$ cat src/rtl/timer_pkg.sv
// Shared definitions for the countdown timer: FSM state codes and the
// default alarm duration used by countdown_ctrl.
package timer_pkg;

    typedef enum logic [2:0] {
        ST_IDLE     = 3'd0,
        ST_SET_HOUR = 3'd1,
        ST_SET_MIN  = 3'd2,
        ST_RUN      = 3'd3,
        ST_PAUSE    = 3'd4,
        ST_DONE     = 3'd5
    } state_t;

    localparam int ALARM_TICKS_DEF = 10;

endpackage

$ cat src/rtl/countdown_ctrl_if.sv
// Signal bundle between the button/tick generators, the digit-counter chain
// and countdown_ctrl. The slave modport is the controller's view.
interface countdown_ctrl_if;

    // No valid/ready pairs here: every input strobe (tick_1hz, btn_*) is a
    // single-cycle pulse acted on in the cycle it is high, and every output
    // pulse (dec_sec, inc_min, inc_hour) is high for exactly one cycle, one
    // clock after the input that caused it. Receivers must not back-pressure.
    logic       tick_1hz;
    logic       btn_mode;
    logic       btn_inc;
    logic       btn_start;
    logic       time_zero;
    logic       dec_sec;
    logic       inc_min;
    logic       inc_hour;
    logic       blink;
    logic       sel_hour;
    logic       alarm;
    logic [2:0] state;

    modport master (
        output tick_1hz, btn_mode, btn_inc, btn_start, time_zero,
        input  dec_sec, inc_min, inc_hour, blink, sel_hour, alarm, state
    );

    modport slave (
        input  tick_1hz, btn_mode, btn_inc, btn_start, time_zero,
        output dec_sec, inc_min, inc_hour, blink, sel_hour, alarm, state
    );

endinterface

$ cat src/rtl/pulse_reg.sv
// Registered one-shot: q follows a single-cycle request one clock later.
module pulse_reg (
    input  logic clk_out,
    input  logic rst_n,
    input  logic d,
    output logic q
);

    always_ff @(posedge clk_out or negedge rst_n) begin
        if (!rst_n) q <= 1'b0;
        else        q <= d;
    end

endmodule

$ cat src/rtl/countdown_ctrl.sv
// Countdown timer control FSM: set-mode field editing, run/pause, alarm
// timeout, and the registered pulses that drive the digit-counter chain.
module countdown_ctrl
    import timer_pkg::*;
#(
    parameter int ALARM_TICKS = ALARM_TICKS_DEF,
    parameter int CW          = 4
) (
    input  logic             clk_out,
    input  logic             rst_n,
    countdown_ctrl_if.slave  bus
);

    logic [2:0]    state_q;
    logic [2:0]    state_d;
    logic [CW-1:0] cnt_q;
    logic [CW-1:0] cnt_d;
    logic          blink_q;
    logic          blink_d;
    logic          dec_req;
    logic          inc_min_req;
    logic          inc_hour_req;
    logic          any_btn;
    logic          cnt_last;
    logic          in_set;

    assign any_btn  = bus.btn_start | bus.btn_mode | bus.btn_inc;
    assign cnt_last = (cnt_q == CW'(ALARM_TICKS - 1));
    assign in_set   = (state_q == ST_SET_HOUR) || (state_q == ST_SET_MIN);

    always_ff @(posedge clk_out or negedge rst_n) begin
        if (!rst_n) state_q <= ST_IDLE;
        else        state_q <= state_d;
    end

    // Button priority start > mode > inc; time_zero only matters on ticks or start.
    always_comb begin
        state_d = state_q;
        case (state_q)
            ST_IDLE: begin
                if (bus.btn_start) begin
                    if (!bus.time_zero) state_d = ST_RUN;
                end else if (bus.btn_mode) begin
                    state_d = ST_SET_HOUR;
                end
            end
            ST_SET_HOUR: begin
                if (bus.btn_start)     state_d = bus.time_zero ? ST_IDLE : ST_RUN;
                else if (bus.btn_mode) state_d = ST_SET_MIN;
            end
            ST_SET_MIN: begin
                if (bus.btn_start)     state_d = bus.time_zero ? ST_IDLE : ST_RUN;
                else if (bus.btn_mode) state_d = ST_IDLE;
            end
            ST_RUN: begin
                if (bus.btn_mode)                       state_d = ST_PAUSE;
                else if (bus.tick_1hz && bus.time_zero) state_d = ST_DONE;
            end
            ST_PAUSE: begin
                if (bus.btn_start)     state_d = ST_RUN;
                else if (bus.btn_mode) state_d = ST_IDLE;
            end
            ST_DONE: begin
                if (any_btn)                        state_d = ST_IDLE;
                else if (bus.tick_1hz && cnt_last)  state_d = ST_IDLE;
            end
            default: state_d = ST_IDLE;
        endcase
    end

    always_comb begin
        dec_req      = (state_q == ST_RUN) && bus.tick_1hz && !bus.btn_mode && !bus.time_zero;
        inc_hour_req = (state_q == ST_SET_HOUR) && bus.btn_inc && !bus.btn_mode && !bus.btn_start;
        inc_min_req  = (state_q == ST_SET_MIN) && bus.btn_inc && !bus.btn_mode && !bus.btn_start;
        bus.sel_hour = (state_q == ST_SET_HOUR);
        bus.alarm    = (state_q == ST_DONE);
        bus.state    = state_q;
        bus.blink    = blink_q;
    end

    // Blink phase restarts dark whenever the FSM moves to another state.
    always_comb begin
        blink_d = 1'b0;
        if (state_d == state_q && in_set)
            blink_d = bus.tick_1hz ? ~blink_q : blink_q;
        cnt_d = '0;
        if (state_d == ST_DONE && state_q == ST_DONE)
            cnt_d = bus.tick_1hz ? cnt_q + 1'b1 : cnt_q;
    end

    always_ff @(posedge clk_out or negedge rst_n) begin
        if (!rst_n) begin
            blink_q <= 1'b0;
            cnt_q   <= '0;
        end else begin
            blink_q <= blink_d;
            cnt_q   <= cnt_d;
        end
    end

    pulse_reg u_dec_sec  (.clk_out(clk_out), .rst_n(rst_n), .d(dec_req),      .q(bus.dec_sec));
    pulse_reg u_inc_min  (.clk_out(clk_out), .rst_n(rst_n), .d(inc_min_req),  .q(bus.inc_min));
    pulse_reg u_inc_hour (.clk_out(clk_out), .rst_n(rst_n), .d(inc_hour_req), .q(bus.inc_hour));

endmodule

$ cat src/flat_wrapper.sv
// flat-port wrapper written by rule: the top's interface ports become plain ports
module countdown_ctrl_flat import timer_pkg::*;
#(
    parameter int ALARM_TICKS = ALARM_TICKS_DEF,
    parameter int CW          = 4
)
  (clk_out, rst_n, bus_tick_1hz, bus_btn_mode, bus_btn_inc, bus_btn_start, bus_time_zero, bus_dec_sec, bus_inc_min, bus_inc_hour, bus_blink, bus_sel_hour, bus_alarm, bus_state);
  countdown_ctrl_if bus_i ();
  input  logic clk_out;
  input  logic rst_n;
  input wire logic [$bits(bus_i.tick_1hz)-1:0] bus_tick_1hz;
  input wire logic [$bits(bus_i.btn_mode)-1:0] bus_btn_mode;
  input wire logic [$bits(bus_i.btn_inc)-1:0] bus_btn_inc;
  input wire logic [$bits(bus_i.btn_start)-1:0] bus_btn_start;
  input wire logic [$bits(bus_i.time_zero)-1:0] bus_time_zero;
  output wire logic [$bits(bus_i.dec_sec)-1:0] bus_dec_sec;
  output wire logic [$bits(bus_i.inc_min)-1:0] bus_inc_min;
  output wire logic [$bits(bus_i.inc_hour)-1:0] bus_inc_hour;
  output wire logic [$bits(bus_i.blink)-1:0] bus_blink;
  output wire logic [$bits(bus_i.sel_hour)-1:0] bus_sel_hour;
  output wire logic [$bits(bus_i.alarm)-1:0] bus_alarm;
  output wire logic [$bits(bus_i.state)-1:0] bus_state;
  assign bus_i.tick_1hz = bus_tick_1hz;
  assign bus_i.btn_mode = bus_btn_mode;
  assign bus_i.btn_inc = bus_btn_inc;
  assign bus_i.btn_start = bus_btn_start;
  assign bus_i.time_zero = bus_time_zero;
  assign bus_dec_sec = bus_i.dec_sec;
  assign bus_inc_min = bus_i.inc_min;
  assign bus_inc_hour = bus_i.inc_hour;
  assign bus_blink = bus_i.blink;
  assign bus_sel_hour = bus_i.sel_hour;
  assign bus_alarm = bus_i.alarm;
  assign bus_state = bus_i.state;
  countdown_ctrl #(.ALARM_TICKS(ALARM_TICKS), .CW(CW)) u_core (.clk_out(clk_out), .rst_n(rst_n), .bus(bus_i));
endmodule
$ cat config.mk
export PLATFORM = sky130hd
export DESIGN_NAME = countdown_ctrl_flat
export DESIGN_NICKNAME = d
export VERILOG_FILES = /design/src/rtl/timer_pkg.sv /design/src/rtl/countdown_ctrl_if.sv /design/src/rtl/pulse_reg.sv /design/src/rtl/countdown_ctrl.sv /design/src/flat_wrapper.sv
export SDC_FILE = /design/constraint.sdc
export NUM_CORES = 1
export LEC_CHECK = 0
export CORE_MARGIN = 1
export CORE_UTILIZATION = 50
export CTS_CLUSTER_DIAMETER = 150
export DETAILED_ROUTE_END_ITERATION = 12
export PLACE_DENSITY = 0.81
export SYNTH_ARGS = -nofsm -noshare
export SYNTH_HDL_FRONTEND = slang
export SYNTH_SLANG_ARGS = --single-unit
$ cat constraint.sdc
create_clock -name clk_out -period 2.45 [get_ports clk_out]
set_input_delay 0.49 -clock clk_out [delete_from_list [all_inputs] [get_ports clk_out]]
set_output_delay 0.49 -clock clk_out [all_outputs]
set_load 0.01 [all_outputs]
# Yosys cells after proc, flatten, opt, wreduce, memory -nomap -nowiden
# Index checks and enable logic that the tools add are counted.
[totals]
register_bits = 11
latchBits = 0
ramBits = 0
mem_bits_ro = 0
inputBits = 7
out_inout_bits = 9
word_cells = 56
mem_count = 0
[classes]
n_addsub = 1
n_mul = 0
div = 0
n_lt_le_gt_ge = 0
n_eq_ne = 10
n_shift = 0
n_mux = 18
n_bitwise = 3
n_reduce_logical = 18
[ops]
columns = ["operator", "count"]
rows = [
  ["$mux W3", 12],
  ["$pmux W3 S6", 1],
  ["$logic_and A1 B1 Y1", 13],
  ["$eq A3 B3 Y1 const B", 3],
  ["$mux W4", 2],
  ["$eq A3 B2 Y1 const B", 2],
  ["$add A4 B1 Y4 const B", 1],
  ["$eq A4 B4 Y1 const B", 1],
  ["$ne A2 B2 Y1 const B", 2],
  ["$eq A3 B1 Y1 const B", 1],
  ["$eq A3 B3 Y1", 1],
  ["$logic_not A1 Y1", 3],
  ["$logic_not A3 Y1", 1],
  ["$mux W1", 2],
  ["$mux W2", 1],
  ["$or A1 B1 Y1", 2],
  ["$logic_or A1 B1 Y1", 1],
  ["$not A1 Y1", 1],
]

# Logic depth before layout (Yosys ltp)
[logic_depth]
word_depth = 8
depth_mapped = 7
depth_no_buf = 7

# By module
# Synthesis repeated with hierarchy kept, for this count alone.
[unflattened]
cells_unflattened = 65
area_unflattened_um2 = 651.9
[by_module_without_submodules]
columns = ["module", "instances", "cells_per_inst", "area_each_um2", "seq_area_each_um2"]
rows = [
  ["countdown_ctrl", 1, 62, 576.8, 200.2],
  ["pulse_reg", 3, 1, 25.0, 25.0],
]

# Worst setup path before layout
# Ideal clock, no wire load.
[synth_path]
path_kind = "input-to-reg"
from = "in bus_btn_start"
to = "reg u_core.blink_q (netlist: u_core.bus.blink)"
setup_time_ns = 0.079
t_arrival_ns = 1.381
required_time_ns = 2.371
path_slack_ns = 0.990
cell_stages = 5
cell_sequence = "nor4b_2 -> nand4_2 -> o31a_2 -> o221ai_2 -> mux2i_1"
[synth_via]
elab_chain_len = 7
word_cells_on_any_way = 12
classes_between = "eq/ne: 2; mux: 7; bitwise: 2; reduce/logical: 1"
[synth_lines]
columns = ["element", "line", "source"]
rows = [
  ["start: declaration", "flat_wrapper.sv:14", "input wire logic [$bits(bus_i.btn_start)-1:0] bus_btn_start;"],
  ["$or A1 B1 Y1 (2 in a row)", "countdown_ctrl.sv:27", "assign any_btn = bus.btn_start | bus.btn_mode | bus.btn_inc;"],
  ["$mux W3", "countdown_ctrl.sv:64", "if (any_btn) state_d = ST_IDLE;"],
  ["$pmux W3 S6 *", "countdown_ctrl.sv:39", "case (state_q)"],
  ["via u_core.state_d[0]", "countdown_ctrl.sv:15", "logic [2:0] state_d;"],
  ["$eq A3 B3 Y1 *", "countdown_ctrl.sv:84", "if (state_d == state_q && in_set)"],
  ["$logic_and A1 B1 Y1 *", "countdown_ctrl.sv:84", ""],
  ["$ne A2 B2 Y1 (no line) or $mux W1 (tied branches)", "-", ""],
  ["end signal: assignment", "countdown_ctrl.sv:96", "blink_q <= blink_d;"],
  ["end: declaration", "countdown_ctrl.sv:18", "logic blink_q;"],
]
# The timed path passes the listed nets; every way through them passes the cells marked *.
# A chain may end at the register's enable or synchronous reset.

# Worst setup path in the final report
[layout_path]
from = "reg u_core.state_q[1] (netlist: u_core.bus.state[1])"
to = "out bus_alarm"
[layout_via]
elab_chain_len = 1
[layout_lines]
columns = ["element", "line", "source"]
rows = [
  ["start: declaration", "countdown_ctrl.sv:14", "logic [2:0] state_q;"],
  ["start signal: assignment", "countdown_ctrl.sv:33", "else state_q <= state_d;"],
  ["$eq A3 B3 Y1", "countdown_ctrl.sv:76", "bus.alarm = (state_q == ST_DONE);"],
  ["end: declaration", "flat_wrapper.sv:21", "output wire logic [$bits(bus_i.alarm)-1:0] bus_alarm;"],
]
# Every way passes these cells.

==> flow_summary.yaml <==
cts:
  cts_sinks: 11
  cts_buffers: 3
  path_clk_slew_ps: 80
  cts_root_buffer: "clkbuf_4"
  cts_max_path_buffers: 2
  insertion_delay_ps: 270
  cts_resized: 0
  ctsHoldBuffers: 0
  cts_tree: "built"
  cts_setup_buffers: 0
  cts-htree-levels: 1
place:
  io_buffers: 15
  placed_area_sq_um: 825
  pre_cts_ws_ps: 231
  routabilityCongestion: 0.829
  dp_hpwl_um: 1050
power:
  clkPwrFrac_pct: 17.9
  p_sw_uw: 277
  power.internal_uw: 437
  power_uw: 713
  p_per_area_nw_per_um2: 837
  swShare_pct: 38.8
  leakagePower_nw: 0.348
  ir_drop_mv: 0.477
  seq_power_share_pct: 35.6
  p_comb_share_pct: 46.5
grt:
  grt_use_met3_pct: 3.49
  met2_usage_pct: 36.4
  grt_max_degree: 14
  grt_usage_pct: 23.4
  grt.busiest_layer: "met2"
  grt_pass1_wl_um: 2290
  grt_pass1_vias: 518
  grt_util_met1_pct: 31.6
  antenna_found_initial: 0
  grt_overflow: 0
layout:
  nNetsFinal: 95
  register_area_sq_um: 275
  multi_input_area_sq_um: 348
  syn_to_final_growth_pct: 30.7
  fin_util_pct: 73.7
  fill_cells: 81
  drive_gt1_share_pct: 14.1
  n_antenna_cell: 0
  final_area_sq_um: 852
synth:
  synthCells: 66
  syn-num-nets: 75
  yosysWarnings: 0
  synth-main-ff-cell: "dfrtp_1"
  ys_ff_latch: 11
  synth_edf_count: 0
  synth.avg_cell_area_sq_um: 9.88
  async_reset_ff_share_pct: 100
  netlist_area_sq_um: 652
  yosysSeqAreaShare_pct: 42.2
  ys_types: 33
sta:
  min_period_ps: 2200
  setup_slack_ps: 251
  slew_headroom_pct: 67.7
  tightest_slew_ps: 483
  finalClockSkew_ps: 1.40
  max_freq_mhz: 455
  hold_viol_final: 0
  period_share_pct: 89.8
  finalSetupViolations: 0
  timing.setup.tns_ps: 0
  rsz0062_at_grt: "false"
  drv_slew: 0
setup_path:
  worstPathRequired_ps: 1960
  crit_slowest_cell: "clkdlybuf4s50_1"
  rr_endpoint: "u_core.bus.blink"
  r2r-start: "u_core.bus.state[1]"
  critPathMaxFanout: 9
  rr_worst_depth: 5
  arrival_ps: 1710
  ff2ff_setup_slack_ps: 850
  critPathKind: "flop to output pin"
  cp-start-kind: "flop"
  cp_cell_sequence: "nand2b_1, nor2_1, clkdlybuf4s50_1"
  max_stage_delay_ps: 560
  timing.critical_path.buf_inv: 1
  end_kind: "output pin"
  crit_family: "buffers and inverters"
floorplanning:
  pin_count: 16
  num_rows: 12
  fp.coreArea_sq_um: 1160
  dieWidth_um: 38.1
  die_h_um: 38.1
  dieArea_sq_um: 1450
  start_util_pct: 56.4
route:
  wl_per_cell_um: 13.9
  vias: 557
  firstDrtPassIters: 4
  drt-initial-drc-count: 8
  ant_nets: 0
  drcViolationCount: 0
  totalWireLength_um: 1380
  vias_per_cell: 5.63
hold_path:
  hp-class: "input port to async pin"
outcome:
  status: "finished, final reports clean"
flow_run:
  maxCapViolCount: 0
[sequential cells by signal, summed over array words and instances (netlist names)]
register	flops
u_core.u_inc_hour.q	1
u_core.cnt_q	4
u_core.u_inc_min.q	1
u_core.u_dec_sec.q	1
u_core.bus.state	3
u_core.bus.blink	1
[cells in the mapped netlist, types with 2 or more instances]
cell type | n | area (sq um)
dfrtp_1 | 11 | 275
nor2_1 | 8 | 30.0
inv_1 | 5 | 18.8
nand2_1 | 5 | 18.8
a21oi_1 | 3 | 15.0
buf_2 | 2 | 10.0
ha_1 | 2 | 25.0
nand2b_1 | 2 | 12.5
nor3_1 | 2 | 10.0
xnor2_1 | 2 | 17.5
xor2_1 | 2 | 17.5
[kinds of logic (layout without fill, tap and decap cells)]
logic type	count (synthesis)	count (layout)	synth area share, %
and+or+nand+nor	27	27	24.8
adders and majority gates	2	2	3.84
buffers and inverters	7	26	4.41
muxes	1	1	1.54
DFF	11	11	42.2
AOI/OAI and AO/OA	14	14	17.9
xor gates and xnor gates	4	4	5.38
[placed cells by master (no fill, tap or decap), drive strengths merged, types with 2 or more instances in the layout]
cell / Yosys / routed
nor2: 9 / 9
clkdlybuf4s50: 0 / 15
nand2: 5 / 5
buf: 2 / 2
xor2: 2 / 2
nor3: 2 / 2
xnor2: 2 / 2
dfrtp: 11 / 11
nand4: 2 / 2
nand2b: 2 / 2
a21oi: 3 / 3
ha: 2 / 2
clkbuf: 0 / 3
inv: 5 / 5
[power by group through the flow]
stage / Sequential, mW / Clock (mW) / Combinational, mW
floorplan: 0.266 / 0 / 0.178
global route: 0.259 / 0.134 / 0.356
finish: 0.254 / 0.128 / 0.332
global placement: 0.258 / 0 / 0.325
CTS: 0.254 / 0.129 / 0.330
detailed placement: 0.257 / 0 / 0.328
[layer usage]
| metal | wire, um | part of all wire (%) |
|---|---|---|
| met1 | 668 | 48 |
| met5 | 0 | 0 |
| met4 | 17 | 1.2 |
| met3 | 40 | 2.9 |
| met2 | 651 | 47 |
[worst max path at each step]
stage	start	to	cells after the start
6_report	u_core.bus.state[1]	bus_alarm	3
5_1_grt	u_core.bus.state[1]	bus_alarm	3
4_1_cts	u_core.bus.state[1]	bus_alarm	3
3_5_place_dp	bus_btn_start	u_core.bus.blink	6
3_3_place_gp	bus_btn_start	u_core.bus.blink	6
2_1_floorplan	bus_btn_start	u_core.bus.blink	5
[per-stage QoR]
step,hold slack [ps],cells
floorplan,194,66
global placement,540,95
detailed placement,550,95
CTS,558,99
global route,583,99
finish,540,99
[layout make-up]
class | instances | area share, %
well taps | 14 | 2.06
repair buffers | 17 | 19.4
multi-input cells | 48 | 40.8
clock inverters | 1 | 0.587
clock buffers | 3 | 2.64
flip-flops and latches | 11 | 32.3
inverters | 5 | 2.20
Note: power is estimated with default switching activity, not from simulation.
